--- config.mk ---
export PLATFORM = sky130hd
export DESIGN_NAME = permute_controller_flat
export DESIGN_NICKNAME = d
export VERILOG_FILES = /design/src/rtl/keccak_pkg.sv /design/src/rtl/permute_controller_if.sv /design/src/rtl/countern.sv /design/src/rtl/permute_controller.sv /design/src/flat_wrapper.sv
export SDC_FILE = /design/constraint.sdc
export NUM_CORES = 1
export LEC_CHECK = 0
export ABC_AREA = 1
export CORE_UTILIZATION = 40
export CTS_CLUSTER_DIAMETER = 60
export DETAILED_ROUTE_END_ITERATION = 6
export GPL_TIMING_DRIVEN = 0
export PLACE_DENSITY = 0.71
export RECOVER_POWER = 100
export SYNTH_ARGS = -nofsm -noshare
export SYNTH_HDL_FRONTEND = slang
export SYNTH_SLANG_ARGS = --single-unit
--- constraint.sdc ---
create_clock -name clk -period 1.5 [get_ports clk]
set_clock_uncertainty 0.15 [all_clocks]
set_input_delay 0.45 -clock clk [delete_from_list [all_inputs] [get_ports clk]]
set_output_delay 0.45 -clock clk [all_outputs]
set_load 0.005 [all_outputs]
--- src/rtl/keccak_pkg.sv ---
// Shared Keccak constants and the permute controller state encoding.
package keccak_pkg;
   localparam int KECCAK_ROUNDS = 24;

   typedef enum logic [2:0] {
      IDLE,
      PERMUTE,
      WAIT_IN,
      SQUEEZE,
      DONE
   } permute_ctrl_state_t;
endpackage

--- src/rtl/permute_controller_if.sv ---
// Block handshake between the permute controller and its input/output buffer stages.
interface permute_controller_if;
   logic in_valid;
   logic in_last;
   logic in_ready;
   logic out_ready;
   logic out_valid;

   modport master (
      input  in_valid,
      input  in_last,
      input  out_ready,
      output in_ready,
      output out_valid
   );

   modport slave (
      output in_valid,
      output in_last,
      output out_ready,
      input  in_ready,
      input  out_valid
   );
endinterface

--- src/rtl/countern.sv ---
// Up-counter with synchronous clear that wraps to zero after MAX.
module countern #(
   parameter int WIDTH = 5,
   parameter int MAX   = (1 << WIDTH) - 1
) (
   input  logic             clk,
   input  logic             rst,
   input  logic             clr,
   input  logic             en,
   output logic [WIDTH-1:0] count
);
   localparam logic [WIDTH-1:0] MAX_V = WIDTH'(MAX);
   localparam logic [WIDTH-1:0] ONE   = WIDTH'(1);

   always_ff @(posedge clk or posedge rst) begin
      if (rst)
         count <= '0;
      else if (clr)
         count <= '0;
      else if (en)
         count <= (count == MAX_V) ? '0 : count + ONE;
   end
endmodule

--- src/rtl/permute_controller.sv ---
// Sequences absorb / 24-round permutation / squeeze for one SHAKE message and
// cross-checks the datapath round counter against its own round count.
module permute_controller
   import keccak_pkg::*;
#(
   parameter int ROUNDS = KECCAK_ROUNDS
) (
   input  logic                 clk,
   input  logic                 rst,
   permute_controller_if.master bus,
   output logic                 copy_control_data,
   output logic                 absorb_enable,
   output logic                 round_en,
   output logic                 round_count_load,
   output logic                 output_size_count_en,
   output logic                 state_reset,
   input  logic                 round_start,
   input  logic                 round_done,
   input  logic                 last_output_block,
   output logic                 busy,
   output logic                 msg_done,
   output logic                 error
);
   localparam int              CW       = $clog2(ROUNDS);
   localparam logic [CW-1:0]   LAST_RND = CW'(ROUNDS - 1);

   permute_ctrl_state_t state_reg, state_next;
   logic                last_blk_reg;
   logic                error_reg;
   logic [CW-1:0]       rnd_cnt;
   logic                in_ready;
   logic                out_valid;

   // Every round_en advances the count; it wraps to 0 on the final round,
   // which leaves it at 0 whenever the FSM is outside PERMUTE.
   countern #(.WIDTH(CW), .MAX(ROUNDS - 1)) u_rnd_cnt (
      .clk   (clk),
      .rst   (rst),
      .clr   (state_reset),
      .en    (round_en),
      .count (rnd_cnt)
   );

   always_ff @(posedge clk or posedge rst) begin
      if (rst) begin
         state_reg    <= IDLE;
         last_blk_reg <= 1'b0;
         error_reg    <= 1'b0;
      end else begin
         state_reg <= state_next;
         if (in_ready)
            last_blk_reg <= bus.in_last;
         if (round_en && ((round_start && (rnd_cnt != '0)) ||
                          (round_done != (rnd_cnt == LAST_RND))))
            error_reg <= 1'b1;
      end
   end

   always_comb begin
      state_next           = state_reg;
      in_ready             = 1'b0;
      out_valid            = 1'b0;
      copy_control_data    = 1'b0;
      absorb_enable        = 1'b0;
      round_en             = 1'b0;
      round_count_load     = 1'b0;
      output_size_count_en = 1'b0;
      state_reset          = 1'b0;
      msg_done             = 1'b0;
      case (state_reg)
         IDLE: begin
            state_reset      = !bus.in_valid;
            round_count_load = !bus.in_valid;
            if (bus.in_valid) begin
               in_ready          = 1'b1;
               copy_control_data = 1'b1;
               absorb_enable     = 1'b1;
               round_en          = 1'b1;
               state_next        = PERMUTE;
            end
         end
         PERMUTE: begin
            round_en = 1'b1;
            if (rnd_cnt == LAST_RND)
               state_next = last_blk_reg ? SQUEEZE : WAIT_IN;
         end
         WAIT_IN: begin
            if (bus.in_valid) begin
               in_ready      = 1'b1;
               absorb_enable = 1'b1;
               round_en      = 1'b1;
               state_next    = PERMUTE;
            end
         end
         SQUEEZE: begin
            if (bus.out_ready) begin
               out_valid            = 1'b1;
               output_size_count_en = 1'b1;
               if (last_output_block) begin
                  state_next = DONE;
               end else begin
                  round_en   = 1'b1;
                  state_next = PERMUTE;
               end
            end
         end
         DONE: begin
            msg_done         = 1'b1;
            state_reset      = 1'b1;
            round_count_load = 1'b1;
            state_next       = IDLE;
         end
         default: state_next = IDLE;
      endcase
   end

   assign bus.in_ready  = in_ready;
   assign bus.out_valid = out_valid;
   assign busy          = (state_reg != IDLE);
   assign error         = error_reg;
endmodule

--- src/flat_wrapper.sv ---
// flat-port wrapper written by rule: the top's interface ports become plain ports
module permute_controller_flat import keccak_pkg::*;
#(
   parameter int ROUNDS = KECCAK_ROUNDS
)
  (clk, rst, copy_control_data, absorb_enable, round_en, round_count_load, output_size_count_en, state_reset, round_start, round_done, last_output_block, busy, msg_done, error, bus_in_valid, bus_in_last, bus_out_ready, bus_in_ready, bus_out_valid);
  permute_controller_if bus_i ();
  input  logic clk;
  input  logic rst;
  output logic copy_control_data;
  output logic absorb_enable;
  output logic round_en;
  output logic round_count_load;
  output logic output_size_count_en;
  output logic state_reset;
  input  logic round_start;
  input  logic round_done;
  input  logic last_output_block;
  output logic busy;
  output logic msg_done;
  output logic error;
  input wire logic [$bits(bus_i.in_valid)-1:0] bus_in_valid;
  input wire logic [$bits(bus_i.in_last)-1:0] bus_in_last;
  input wire logic [$bits(bus_i.out_ready)-1:0] bus_out_ready;
  output wire logic [$bits(bus_i.in_ready)-1:0] bus_in_ready;
  output wire logic [$bits(bus_i.out_valid)-1:0] bus_out_valid;
  assign bus_i.in_valid = bus_in_valid;
  assign bus_i.in_last = bus_in_last;
  assign bus_i.out_ready = bus_out_ready;
  assign bus_in_ready = bus_i.in_ready;
  assign bus_out_valid = bus_i.out_valid;
  permute_controller #(.ROUNDS(ROUNDS)) u_core (.clk(clk), .rst(rst), .bus(bus_i), .copy_control_data(copy_control_data), .absorb_enable(absorb_enable), .round_en(round_en), .round_count_load(round_count_load), .output_size_count_en(output_size_count_en), .state_reset(state_reset), .round_start(round_start), .round_done(round_done), .last_output_block(last_output_block), .busy(busy), .msg_done(msg_done), .error(error));
endmodule
==> results of run 1 <==
## power by group through the flow
stage               combinational [mW]  clock [mW]  sequential, mW
detailed placement               0.939           0           0.485
CTS                               1.29       0.255           0.484
finish                            1.49       0.251           0.509
floorplan                        0.647           0           0.457
global route                      1.62       0.268           0.522
global placement                 0.924           0           0.484
## worst paths after layout
path	end	slack [ns]	cells past startpoint
worst max-delay path	round_en	-0.44	7
worst max register to register	u_core.state_reg[0]	0	9
max in group asynchronous	u_core.state_reg[0]	0.45	2
worst min-delay path	u_core.error	0.32	2
worst min register to register	u_core.error	0.32	2
min in group asynchronous	u_core.u_rnd_cnt.count[4]	0.44	2
## routing by layer
metal	global-route usage	wire (um)	vias to the layer above
met3	0.0612	78	4
met5	0	0	-
met2	0.412	1100	15
met1	0.298	975	380
li1	-	-	412
met4	0.0909	27	0
## timing repair
item	CTS	global route
resized for setup	75	20
endpoints found under the setup margin	13	19
pin swaps	12	4
endpoints found under the hold margin	0	0
buffers inserted	16	3
## Yosys cell counts (all sizes together)
library cell  number  area share
a21oi              3       0.021
buf                4       0.039
dfrtp             10        0.35
ha                 2       0.035
inv               17       0.093
nand2             38        0.22
nand3              7       0.049
nand4              7       0.061
nor2              13       0.082
nor3               3       0.021
o21ai              1       0.012
xor2               1       0.012
## worst max-delay path, cell delays in order (launching register included)
cell and delay (ns):
dfrtp_2 0.44, buf_4 0.16, inv_1 0.09, nand3_4 0.10, nand2_4 0.09, inv_4 0.04, nand2_4 0.06, buf_6 0.09
## cells by family after synthesis
kind of cell               share of synthesized area
and+or+nand+nor                                0.438
buffers and inverters                          0.131
DFF                                            0.350
AOI/OAI and AO/OA                             0.0333
adders and majority gates                     0.0350
xor gates and xnor gates                      0.0123
## final cells by class
| class | count | area, um^2 |
|---|---|---|
| multi-input cells | 75 | 494 |
| fillers | 92 | 342 |
| repair buffers | 36 | 327 |
| flip-flops and latches | 10 | 256 |
| inverters | 17 | 73.8 |
| clock buffers | 4 | 36.3 |
| plain buffers | 4 | 35.0 |
| well taps | 24 | 30.0 |
## metrics by stage
stage          setup TNS (ns)  instances  power [mW]  cell area [um^2]
2_1_floorplan         -0.0400        106        1.10               724
3_3_place_gp            -8.89        148        1.41               935
3_5_place_dp            -9.10        148        1.42               935
4_1_cts                 -3.16        168        2.02              1150
5_1_grt                 -4.05        170        2.41              1250
6_report                -3.46        170        2.25              1250
## placed cells by master, fill, tap and decap left out
master,n
a21oi_1,3
buf_2,6
buf_4,11
buf_6,15
clkbuf_4,3
clkbuf_8,1
clkdlybuf4s15_1,1
clkdlybuf4s50_1,3
dfrtp_1,5
dfrtp_2,5
dlygate4sd2_1,2
dlygate4sd3_1,1
dlymetal6s2s_1,1
ha_1,1
ha_4,1
inv_1,11
inv_2,3
inv_4,2
inv_6,1
nand2_1,31
nand2_4,6
nand2_8,1
nand3_1,6
nand3_4,1
nand4_1,7
nor2_1,7
nor2_2,3
nor2_4,3
nor3_2,1
nor3_4,2
o21ai_4,1
xor2_1,1
==> results.yml, run 1 <==
die:
  rows: 14
  core_area_um2: 1590
  start_util: 0.448
  die_y_um: 44.3
  die_x_um: 44.3
  die_area_um2: 1960
  io_pins: 19
sta:
  slew_violations: 0
  rsz0062_at_grt: "true"
  fin_ws_ns: -0.437
  max_freq_ghz: 0.516
  holdWs_ns: 0.317
  period_needed_ns: 1.94
  worst_pin_slew_ns: 0.396
  slew_headroom: 0.736
  setup_viol: 10
  finalCritPeriodShare: 1.29
  final-hold-violation-count: 0
critical_path:
  worstSetupEndpointType: "primary output"
  r2r_start: "u_core.state_reg[2]"
  cp-start-kind: "flop"
  crit_start: "u_core.state_reg[1]"
  cp.arrival_ns: 1.34
  path_class: "flop to primary output"
  path_max_fanout: 3
  cp.required_ns: 0.90
layout:
  nets: 157
  final_core_util: 0.786
  area_delta_synth_final_pct: 75.3
  drive_gt1_frac: 0.452
  largest_reg_flops: 5
  antenna_cells: 0
cts:
  cts_buffers: 3
  cts_tree: "built"
  clock_latency_ns: 0.27
  numClockSinks: 10
  clk_pin_slew_ns: 0.07
  cts_max_path_buffers: 2
  cts-hold-fix-buffers: 0
  cts-root-buf: "clkbuf_4"
  htree_levels: 1
drt:
  drtAntennaViolNets: 0
  via_count: 811
  wl_per_cell_um: 12.8
  drc: 0
  wl_um: 2180
  firstDrtPassIters: 4
  viasPerCell: 4.77
  drt_iter0_drc: 17
global_route:
  grt_max_degree: 11
  grt-ovfl-total: 0
  antenna_found_initial: 0
  grt_pass1_vias: 789
  grt_pass1_wl_um: 3450
  grt_usage: 0.244
placement:
  port_buffers: 18
  place_hpwl_um: 1210
  place_ws_ns: -1.00
  gp_congestion: 0.840
power:
  p_leak_nw: 0.663
  power_density_nw_per_um2: 1800
  comb_power_share: 0.662
  seq_power_share: 0.226
  swShare: 0.442
  irDropWorstVdd_mv: 1.27
  clkPwrFrac: 0.111
  p_switching_uw: 995
  p_int_mw: 1.26
logic_synthesis:
  synth_warnings: 0
  synth_area_um2: 714
  avgSynthCellArea_um2: 6.74
  seq_area_frac_synth: 0.350
  syn_inst: 106
  synth_cell_types: 19
  ys_ff_latch: 10
  syn_nets: 116
flow_run:
  cap_violations: 0
min_path:
  min_path_type: "flop to flop"
  min-delay-start: "u_core.error"
run_status:
  outcome: "complete, but fails checks"
  violations: "setup timing"
(Power assumes the default switching activity.)
==> run 2: changes to the inputs <==
Settings changed: SLEW_MARGIN set to 20.
==> results of run 2 <==
The final DEF is identical to that of run 1; final timing and power are the same.
